### config.mk
export PLATFORM = sky130hd
export DESIGN_NAME = rim_path_check_flat
export DESIGN_NICKNAME = d
export VERILOG_FILES = /design/src/rtl/rim_pkg.sv /design/src/rtl/rim_path_check_if.sv /design/src/rtl/rim_step_check.sv /design/src/rtl/rim_path_check.sv /design/src/flat_wrapper.sv
export SDC_FILE = /design/constraint.sdc
export NUM_CORES = 1
export LEC_CHECK = 0
export CAP_MARGIN = 10
export CORE_MARGIN = 1.5
export CORE_UTILIZATION = 54
export DETAILED_ROUTE_END_ITERATION = 12
export PLACE_DENSITY = 0.8
export SLEW_MARGIN = 20
export SYNTH_ARGS = -nofsm -noshare
export SYNTH_HDL_FRONTEND = slang
export SYNTH_SLANG_ARGS = --single-unit
### constraint.sdc
create_clock -name clk -period 3.1 [get_ports clk]
set_clock_uncertainty 0.2 [all_clocks]
set_input_delay 0.62 -clock clk [delete_from_list [all_inputs] [get_ports clk]]
set_output_delay 0.62 -clock clk [all_outputs]
set_load 0.1 [all_outputs]
### src/rtl/rim_pkg.sv
// Shared types and constants for the rat-in-maze path checker.
// Holds maze size, endpoint coordinates, FSM states, error codes and the unit-move test.
package rim_pkg;

  localparam int MAZE_N        = 8;
  localparam int COORD_W       = 3;
  localparam int STEP_W        = 4;
  localparam int PATH_LEN_DFLT = 15;

  localparam logic [COORD_W-1:0] START_ROW_DFLT = 3'd0;
  localparam logic [COORD_W-1:0] START_COL_DFLT = 3'd7;
  localparam logic [COORD_W-1:0] END_ROW        = 3'd7;
  localparam logic [COORD_W-1:0] END_COL        = 3'd0;

  typedef enum logic [1:0] {
    ST_LOAD   = 2'd0,
    ST_WAIT   = 2'd1,
    ST_CHECK  = 2'd2,
    ST_REPORT = 2'd3
  } state_e;

  typedef enum logic [2:0] {
    ERR_NONE  = 3'd0,
    ERR_START = 3'd1,
    ERR_STEP  = 3'd2,
    ERR_WALL  = 3'd3,
    ERR_LEN   = 3'd4
  } err_e;

  typedef struct packed {
    logic [COORD_W-1:0] row;
    logic [COORD_W-1:0] col;
  } cell_t;

  // Widened to 4 bits so row 7 + 1 never aliases row 0.
  function automatic logic unit_move(cell_t prev, cell_t cur);
    logic [3:0] pr;
    logic [3:0] pc;
    logic [3:0] cr;
    logic [3:0] cc;
    pr = {1'b0, prev.row};
    pc = {1'b0, prev.col};
    cr = {1'b0, cur.row};
    cc = {1'b0, cur.col};
    return ((cr == pr + 4'd1) && (cc == pc)) ||
           ((cr == pr) && (cc + 4'd1 == pc));
  endfunction

endpackage

### src/rtl/rim_path_check_if.sv
// Maze/path input and verdict output bundle; err_code/err_step exist only with RIM_CHK_DIAG_EN.
// master drives maze and path beats, slave is the checker.
interface rim_path_check_if;

  logic                        maze_valid;
  logic [rim_pkg::MAZE_N-1:0]  maze;
  logic                        in_valid;
  logic [rim_pkg::COORD_W-1:0] in_row;
  logic [rim_pkg::COORD_W-1:0] in_col;
  logic                        out_valid;
  logic                        pass;

`ifdef RIM_CHK_DIAG_EN
  logic [2:0]                  err_code;
  logic [rim_pkg::STEP_W-1:0]  err_step;

  modport master (
    output maze_valid, maze, in_valid, in_row, in_col,
    input  out_valid, pass, err_code, err_step
  );

  modport slave (
    input  maze_valid, maze, in_valid, in_row, in_col,
    output out_valid, pass, err_code, err_step
  );
`else
  modport master (
    output maze_valid, maze, in_valid, in_row, in_col,
    input  out_valid, pass
  );

  modport slave (
    input  maze_valid, maze, in_valid, in_row, in_col,
    output out_valid, pass
  );
`endif

endinterface

### src/rtl/rim_step_check.sv
// Combinational per-beat legality test: START on the first beat, else STEP, then WALL.
// Zero latency; no handshake of its own.
module rim_step_check
  import rim_pkg::*;
#(
  parameter logic [COORD_W-1:0] START_ROW = START_ROW_DFLT,
  parameter logic [COORD_W-1:0] START_COL = START_COL_DFLT
) (
  input  cell_t             prev_cell,
  input  cell_t             cur_cell,
  input  logic              first_beat,
  input  logic [MAZE_N-1:0] maze_row,
  output err_e              err
);

  always_comb begin
    err = ERR_NONE;
    if (first_beat) begin
      if ((cur_cell.row != START_ROW) || (cur_cell.col != START_COL)) begin
        err = ERR_START;
      end
    end else if (!unit_move(prev_cell, cur_cell)) begin
      err = ERR_STEP;
    end
    if ((err == ERR_NONE) && !maze_row[cur_cell.col]) begin
      err = ERR_WALL;
    end
  end

endmodule

### src/rtl/rim_path_check.sv
// Captures an 8x8 maze, checks the router's coordinate stream, emits a one-cycle verdict 2 cycles
// after the last beat (or after the stream drops short); no backpressure. RIM_CHK_DIAG_EN adds err_code/err_step.
module rim_path_check
  import rim_pkg::*;
#(
  parameter int PATH_LEN  = PATH_LEN_DFLT,
  parameter int START_ROW = 0,
  parameter int START_COL = 7
) (
  input  logic             clk,
  input  logic             rst,
  rim_path_check_if.slave  bus
);

  localparam logic [STEP_W-1:0]  LAST_STEP = STEP_W'(PATH_LEN - 1);
  localparam logic [COORD_W-1:0] LAST_ROW  = COORD_W'(MAZE_N - 1);

  state_e              state_q, state_d;
  logic [COORD_W-1:0]  row_cnt_q, row_cnt_d;
  logic [MAZE_N-1:0]   maze_q [MAZE_N];
  logic [MAZE_N-1:0]   maze_d [MAZE_N];
  logic [STEP_W-1:0]   step_cnt_q, step_cnt_d;
  cell_t               prev_q, prev_d;
  logic                err_seen_q, err_seen_d;
  logic                out_valid_q, out_valid_d;
  logic                pass_q, pass_d;

  cell_t               cur_cell;
  err_e                beat_err;
  logic                first_beat;
  logic                beat_bad;

`ifdef RIM_CHK_DIAG_EN
  err_e                lat_code_q, lat_code_d;
  logic [STEP_W-1:0]   lat_step_q, lat_step_d;
  err_e                err_code_q, err_code_d;
  logic [STEP_W-1:0]   err_step_q, err_step_d;
`endif

  assign cur_cell   = {bus.in_row, bus.in_col};
  assign first_beat = (state_q == ST_WAIT);
  assign beat_bad   = (beat_err != ERR_NONE);

  rim_step_check #(
    .START_ROW (COORD_W'(START_ROW)),
    .START_COL (COORD_W'(START_COL))
  ) u_step_check (
    .prev_cell  (prev_q),
    .cur_cell   (cur_cell),
    .first_beat (first_beat),
    .maze_row   (maze_q[cur_cell.row]),
    .err        (beat_err)
  );

  always_comb begin
    state_d     = state_q;
    row_cnt_d   = row_cnt_q;
    maze_d      = maze_q;
    step_cnt_d  = step_cnt_q;
    prev_d      = prev_q;
    err_seen_d  = err_seen_q;
    out_valid_d = 1'b0;
    pass_d      = pass_q;
`ifdef RIM_CHK_DIAG_EN
    lat_code_d  = lat_code_q;
    lat_step_d  = lat_step_q;
    err_code_d  = err_code_q;
    err_step_d  = err_step_q;
`endif

    case (state_q)
      ST_LOAD: begin
        if (bus.maze_valid) begin
          maze_d[row_cnt_q] = bus.maze;
          if (row_cnt_q == LAST_ROW) begin
            row_cnt_d = '0;
            state_d   = ST_WAIT;
          end else begin
            row_cnt_d = row_cnt_q + 1'b1;
          end
        end else if (row_cnt_q != '0) begin
          // A gap mid-load abandons the partial maze.
          row_cnt_d = '0;
        end
      end

      ST_WAIT, ST_CHECK: begin
        if (bus.in_valid) begin
          if (!err_seen_q && beat_bad) begin
            err_seen_d = 1'b1;
`ifdef RIM_CHK_DIAG_EN
            lat_code_d = beat_err;
            lat_step_d = step_cnt_q;
`endif
          end
          prev_d     = cur_cell;
          step_cnt_d = step_cnt_q + 1'b1;
          state_d    = (step_cnt_q == LAST_STEP) ? ST_REPORT : ST_CHECK;
        end else if (state_q == ST_CHECK) begin
          // Stream ended early; an earlier error keeps priority over LEN.
          if (!err_seen_q) begin
            err_seen_d = 1'b1;
`ifdef RIM_CHK_DIAG_EN
            lat_code_d = ERR_LEN;
            lat_step_d = step_cnt_q;
`endif
          end
          state_d = ST_REPORT;
        end
      end

      ST_REPORT: begin
        out_valid_d = 1'b1;
        pass_d      = !err_seen_q;
        err_seen_d  = 1'b0;
        step_cnt_d  = '0;
`ifdef RIM_CHK_DIAG_EN
        err_code_d  = lat_code_q;
        err_step_d  = lat_step_q;
        lat_code_d  = ERR_NONE;
        lat_step_d  = '0;
`endif
        state_d     = ST_LOAD;
      end

      default: state_d = ST_LOAD;
    endcase
  end

  always_ff @(posedge clk) begin
    if (rst) begin
      state_q     <= ST_LOAD;
      row_cnt_q   <= '0;
      step_cnt_q  <= '0;
      prev_q      <= '0;
      err_seen_q  <= 1'b0;
      out_valid_q <= 1'b0;
      pass_q      <= 1'b0;
`ifdef RIM_CHK_DIAG_EN
      lat_code_q  <= ERR_NONE;
      lat_step_q  <= '0;
      err_code_q  <= ERR_NONE;
      err_step_q  <= '0;
`endif
    end else begin
      state_q     <= state_d;
      row_cnt_q   <= row_cnt_d;
      step_cnt_q  <= step_cnt_d;
      prev_q      <= prev_d;
      err_seen_q  <= err_seen_d;
      out_valid_q <= out_valid_d;
      pass_q      <= pass_d;
`ifdef RIM_CHK_DIAG_EN
      lat_code_q  <= lat_code_d;
      lat_step_q  <= lat_step_d;
      err_code_q  <= err_code_d;
      err_step_q  <= err_step_d;
`endif
    end
  end

  // Maze contents are only meaningful after a complete load, so they carry no reset.
  always_ff @(posedge clk) begin
    maze_q <= maze_d;
  end

  assign bus.out_valid = out_valid_q;
  assign bus.pass      = pass_q;
`ifdef RIM_CHK_DIAG_EN
  assign bus.err_code  = err_code_q;
  assign bus.err_step  = err_step_q;
`endif

endmodule

### src/flat_wrapper.sv
// flat-port wrapper written by rule: the top's interface ports become plain ports
module rim_path_check_flat import rim_pkg::*;
#(
  parameter int PATH_LEN  = PATH_LEN_DFLT,
  parameter int START_ROW = 0,
  parameter int START_COL = 7
)
  (clk, rst, bus_maze_valid, bus_maze, bus_in_valid, bus_in_row, bus_in_col, bus_out_valid, bus_pass);
  rim_path_check_if bus_i ();
  input  logic clk;
  input  logic rst;
  input wire logic [$bits(bus_i.maze_valid)-1:0] bus_maze_valid;
  input wire logic [$bits(bus_i.maze)-1:0] bus_maze;
  input wire logic [$bits(bus_i.in_valid)-1:0] bus_in_valid;
  input wire logic [$bits(bus_i.in_row)-1:0] bus_in_row;
  input wire logic [$bits(bus_i.in_col)-1:0] bus_in_col;
  output wire logic [$bits(bus_i.out_valid)-1:0] bus_out_valid;
  output wire logic [$bits(bus_i.pass)-1:0] bus_pass;
  assign bus_i.maze_valid = bus_maze_valid;
  assign bus_i.maze = bus_maze;
  assign bus_i.in_valid = bus_in_valid;
  assign bus_i.in_row = bus_in_row;
  assign bus_i.in_col = bus_in_col;
  assign bus_out_valid = bus_i.out_valid;
  assign bus_pass = bus_i.pass;
  rim_path_check #(.PATH_LEN(PATH_LEN), .START_ROW(START_ROW), .START_COL(START_COL)) u_core (.clk(clk), .rst(rst), .bus(bus_i));
endmodule
Word level (Yosys, flattened, before mapping)
Index checks and enable logic that the tools add are counted.
{ "classes": {"n_addsub": 4, "n_lt_le_gt_ge": 4, "n_eq_ne": 15, "muxes": 28, "bitwise": 2, "reduce_logical": 23} }
{ "op_table": {"columns": ["operator", "count"], "rows": [
  ["$bwmux 64", 1],
  ["$bmux 8 s3", 1],
  ["$demux 8 s3", 1],
  ["$mux 8", 3],
  ["$mux 3", 5],
  ["$mux 2", 5],
  ["$reduce_bool 3->1", 3],
  ["$add 3x1->4 const B", 2],
  ["$ge 4x4->1 const B", 2],
  ["$not 3->4", 2],
  ["$pmux 4 s2", 1],
  ["$reduce_and 2->1", 4],
  ["$mux 1", 7],
  ["$eq 3x3->1", 2],
  ["$ne 3x2->1 const B", 2],
  ["$pmux 2 s3", 1],
  ["$reduce_and 3->1", 2],
  ["$logic_and 1x1->1", 5],
  ["$add 4x1->4 const B", 1],
  ["$eq 2x2->1 const B", 2],
  ["$eq 3x4->1", 1],
  ["$eq 4x3->1", 1],
  ["$eq 4x4->1 const B", 1],
  ["$lt 3x4->1 const B", 1],
  ["other kinds (16)", 20]
]} }
{ "word_totals": {"regBits": 82, "in_bits": 18, "output_inout_bits": 2, "word_cells": 92} }

Longest topological paths before layout
{ "logic_depth": {"ltp_word": 14, "ltp_mapped": 8, "ltp_nobuf": 7} }

Cells and area by module
A second synthesis with hierarchy kept.
{ "hier_totals": {"cells_unflattened": 251, "area_unflattened_um2": 3734.8} }
{ "by_module_without_submodules": {"columns": ["mod", "n_inst", "cells_per_inst", "area_each_um2", "seq_area_each_um2"], "rows": [
  ["rim_path_check", 1, 216, 3428.3, 2282.2],
  ["rim_step_check", 1, 35, 306.5, 0.0]
]} }

Worst setup path after synthesis
No wires, ideal clock.
{ "synth_path": {"path_type": "input port to flip-flop", "start": "input bus_in_col[0]", "end": "register u_core.err_seen_q", "setup_ns": 0.115, "t_arrival_ns": 1.972, "required_ns": 2.785, "path_slack_ns": 0.814, "cell_stages": 7, "path_buffers": 0, "path_cell_list": "ha_1 ha_1 xor2_1 nor4_1 o221ai_1 a32o_1 o21a_1"} }
{ "synth_via": {"elab_chain_cells": 13, "word_cells_on_any_way": 21, "cone_classes": "1 x add/sub; 4 x eq/ne; 6 x mux; 10 x reduce/logical"} }
{ "synth_rtl": {"columns": ["item", "line_no", "text"], "rows": [
  ["start: declaration", "flat_wrapper.sv:16", "input wire logic [$bits(bus_i.in_col)-1:0] bus_in_col;"],
  ["$add 3x1->4", "rim_pkg.sv:46", "((cr == pr) && (cc + 4'd1 == pc));"],
  ["$eq 4x3->1", "rim_pkg.sv:46", null],
  ["$logic_and 1x1->1", "rim_pkg.sv:46", null],
  ["$logic_or 1x1->1", "rim_pkg.sv:45", "return ((cr == pr + 4'd1) && (cc == pc)) ||"],
  ["$mux 2", "rim_step_check.sv:22", "end else if (!unit_move(prev_cell, cur_cell)) begin"],
  ["$mux 3", "rim_step_check.sv:18", "if (first_beat) begin"],
  ["$logic_not 3->1", "rim_step_check.sv:25", "if ((err == ERR_NONE) && !maze_row[cur_cell.col]) begin"],
  ["$logic_and 1x1->1", "rim_step_check.sv:25", null],
  ["$mux 3 (*)", "rim_step_check.sv:25", null],
  ["$reduce_bool 3->1 (*)", "rim_path_check.sv:42", "assign beat_bad = (beat_err != ERR_NONE);"],
  ["$logic_and 1x1->1 (*)", "rim_path_check.sv:89", "if (!err_seen_q && beat_bad) begin"],
  ["$ne 3x2->1 (no line) (*)", null, null],
  ["$reduce_and 3->1 (no line) (*)", null, null],
  ["end signal: assignment", "rim_path_check.sv:150", "err_seen_q <= err_seen_d;"],
  ["end: declaration", "rim_path_check.sv:24", "logic err_seen_q, err_seen_d;"]
]} }
Mark *: on every way between the ends. The rest lies on a longest branch, timed or not. The select of a mux whose other input is x is not followed.
A chain may end at the register's enable or synchronous reset.

Final worst setup path
{ "layout_path": {"start": "input bus_in_row[0]", "end": "register u_core.err_seen_q"} }
{ "layout_via": {"elab_chain_cells": 13, "word_cells_on_any_way": 24, "cone_classes": "3 x eq/ne; 9 x mux; 1 x bitwise; 11 x reduce/logical"} }
{ "layout_rtl": {"columns": ["item", "line_no", "text"], "rows": [
  ["start: declaration", "flat_wrapper.sv:15", "input wire logic [$bits(bus_i.in_row)-1:0] bus_in_row;"],
  ["$not 3->4 (not written as such)", "rim_path_check.sv:51", ".maze_row (maze_q[cur_cell.row]),"],
  ["$bmux 8 s3", "rim_path_check.sv:51", null],
  ["$mux 8 (not written as such) (2 in series)", "rim_path_check.sv:51", null],
  ["$bmux 1 s3", "rim_step_check.sv:25", null],
  ["$mux 1 (not written as such)", "rim_step_check.sv:25", null],
  ["$logic_not 1->1", "rim_step_check.sv:25", null],
  ["$logic_and 1x1->1", "rim_step_check.sv:25", null],
  ["$mux 3 (*)", "rim_step_check.sv:25", null],
  ["$reduce_bool 3->1 (*)", "rim_path_check.sv:42", null],
  ["$logic_and 1x1->1 (*)", "rim_path_check.sv:89", null],
  ["$ne 3x2->1 (no line) (*)", null, null],
  ["$reduce_and 3->1 (no line) (*)", null, null]
]} }
Marks and branches as above.

==> run_results.csv <==
group,metric,value,unit
run_status,status,"completed",
finish,diodes,0,
cts,ctsResizeCount,0,
synthesis,synth_top_area_frac,0.513,
synthesis,netlist_instances,275,
sta,setup_viol,0,
route,wl_per_cell,17.1,microns
synthesis,synth-edff-count,64,
synthesis,yosysWarnings,0,
synthesis,synth.net_count,306,
route,drt_iter0_markers,112,
cts,clockBufferDepth,2,
sta,worst_pin_slew,0.351,ns
critical_path,r2r_end,"u_core.err_seen_q$_SDFFE_PP0P_",
synthesis,syn_area,0.00375,sq mm
cts,cts_tree,"built",
synthesis,ys_async_sr_fraction,0,
placement,gp_congestion,0.823,
sta,min_period,2.49,ns
synthesis,yosys-top-cells-count,"edfxtp_1, nor2_1, nand3_1",
min_path,worstHoldEndpoint,"u_core.bus.pass$_SDFFE_PP0P_",
cts,h-tree-depth,3,
cts,clk_pin_slew,0.09,ns
power,p_per_area,609,mW/mm^2
placement,hpwlAfterDp,4.67,mm
synthesis,synth_most_common_cell,"edfxtp_1",
sta,tns,0,ns
critical_path,cp.required,3.16,ns
route,drtPass1Iterations,4,
global_routing,antenna_found_initial,0,
sta,finalWorstSetupSlack,0.607,ns
sta,fin_crit_sh,0.804,
global_routing,grtUsageTotal,0.195,
finish,final_util,0.636,
finish,synthToLayoutAreaGrowth,14.8,%
critical_path,cp_max_fo,11,
power,p_total,2.62,mW
route,via_per_inst,5.84,
die,start_util,0.555,
critical_path,crit_path_start_kind,"input port",
sta,final_hold_viol_count,0,
sta,max_freq,0.401,GHz
synthesis,synth-xor-area-share,0.0210,
route,routed_wl,6.73,mm
global_routing,overflow,0,
power,max-vdd-ir-drop,303,uV
die,die_h,86.3,microns
critical_path,r2r_slack,0.90,ns
placement,dp_slack,0.248,ns
cts,numClockSinks,82,
flow_run,timing.max_cap.violations,0,
die,io_pins,20,
synthesis,synth-compound-area-share,0.0634,
finish,multi_input_area,0.00135,sq mm
cts,clockRootBuffer,"clkbuf_8",
sta,rsz0062_at_grt,"no",
die,die_w,86.3,microns
global_routing,grt_first_pass_wirelength,10.8,mm
critical_path,crit_type,"input port to flip-flop",
global_routing,grt_max_degree,22,
cts,clock_latency,0.35,ns
synthesis,synth.avg_cell_area,13.6,sq um
min_path,min_path_cells,2,
die,fp.coreArea,0.00676,sq mm
synthesis,netlist_top_cells_area,"edfxtp_1, dfxtp_1, mux4_1",
synthesis,synth_top_cell_by_area,"edfxtp_1",
synthesis,synth-simple-area-share,0.114,
synthesis,muxShareOfSynthArea,0.119,
cts,cts_setup_buffers,0,
synthesis,synth_top_family_by_area,"multiplexers",
cts,hold_buffers,0,
critical_path,cp.arrival,2.55,ns
placement,portBuffers,19,
finish,layout-drive-gt1-share,0.134,
synthesis,synth_cell_types,40,
finish,nNetsFinal,340,
die,die-area,0.00745,sq mm
synthesis,ys_seq_elements,82,
route,ant_nets,0,
route,vias,2300,
die,num_rows,30,
sta,finalMaxSlewViolations,0,
critical_path,end_kind,"flip-flop",
finish,seq_area,0.00228,sq mm
synthesis,synthFlopType,"edfxtp_1",
power,p_leak,1.52,nW
route,route.detailed.drc,0,
critical_path,r2r_start,"u_core.state_q[0]$_SDFFE_PP0P_",
cts,numCtsBuffers,9,
min_path,holdCritPathClass,"flip-flop to flip-flop",
sta,max_slew_margin,0.766,
critical_path,reg2reg_depth,8,
global_routing,grt_pass1_vias,2294,
finish,fillerInstances,511,
sta,holdWs,0.312,ns
synthesis,synth-seq-area-share,0.609,
synthesis,synth_fa_ha_area_frac,0.0434,
min_path,min_from,"u_core.bus.pass$_SDFFE_PP0P_",
per-stage QoR:
| step | area (sq um) | instances |
|---|---|---|
| detailed placement | 4100 | 378 |
| global route | 4300 | 394 |
| global placement | 4100 | 378 |
| CTS | 4300 | 394 |
| finish | 4300 | 394 |
| floorplan | 3750 | 275 |
worst max-delay path by stage:
stage | to | start | cells past startpoint | slack (ns)
after floorplan | u_core.err_seen_q$_SDFFE_PP0P_ | bus_in_col[0] | 7 | 0.81
after global placement | u_core.err_seen_q$_SDFFE_PP0P_ | bus_in_row[0] | 8 | 0.29
after detailed placement | u_core.err_seen_q$_SDFFE_PP0P_ | bus_in_col[0] | 8 | 0.25
after CTS | u_core.err_seen_q$_SDFFE_PP0P_ | bus_in_row[0] | 8 | 0.62
after global routing | u_core.err_seen_q$_SDFFE_PP0P_ | bus_in_row[0] | 8 | 0.50
final | u_core.err_seen_q$_SDFFE_PP0P_ | bus_in_row[0] | 8 | 0.61
flip-flops by register name, summed over array words and instances (netlist names):
register and cells:
u_core.err_seen_q 1, u_core.state_q 2, u_core.bus.pass 1, u_core.row_cnt_q 3, u_core.prev_q 6, u_core.bus.out_valid 1, u_core.maze_q 64, u_core.step_cnt_q 4
power by group:
| part | switching, mW | total, mW | internal, mW |
|---|---|---|---|
| logic | 0.291 | 0.515 | 0.223 |
| clock network | 0.450 | 0.772 | 0.322 |
| registers | 0.0575 | 1.33 | 1.27 |
| total | 0.799 | 2.62 | 1.82 |
worst max-delay path: stages:
cell and delay (ns):
clkdlybuf4s50_1 0.63, buf_4 0.25, xnor2_1 0.17, nand3_1 0.11, nor4_1 0.19, o221ai_1 0.16
a32o_1 0.23, o21a_1 0.18
area by class of cell:
cell class | count | area share
well taps | 80 | 0.0233
multi-input cells | 170 | 0.314
inverters | 9 | 0.00786
clock inverters | 7 | 0.0177
repair buffers | 37 | 0.0774
flip-flops and latches | 82 | 0.531
clock buffers | 9 | 0.0288
cell families after synthesis:
logic type               Yosys count
AO/OA/AOI/OAI                     39
adder cells (fa/ha/maj)           13
buffers and inverters             23
XOR/XNOR                           9
multiplexers                      24
flip-flops                        82
AND/OR/NAND/NOR                   85
cells in the final DEF, fill, tap and decap left out, drive strengths merged, types with 2 or more instances in the layout:
cell and n:
inv 14, nand2b 8, o21ai 7, nand3 19, buf 20, or4 2
a22oi 3, mux2 3, clkbuf 9, xnor2 7, nor2 20, clkdlybuf4s50 17
nand3b 2, edfxtp 64, ha 13, nor2b 8, dfxtp 18, a21oi 18
a22o 3, xor2 2, mux2i 8, nor3 6, nand2 14, mux4 13
clkinv 2, nand4 2
metal layers:
metal | routed length, microns | up-vias | global-route usage
li1 | - | 1112 | -
met1 | 3110 | 1140 | 0.241
met2 | 3310 | 40 | 0.338
met3 | 210 | 8 | 0.0429
met4 | 102 | 0 | 0.0748
met5 | 0 | - | 0
No activity file was read; power rests on OpenSTA's default activity.
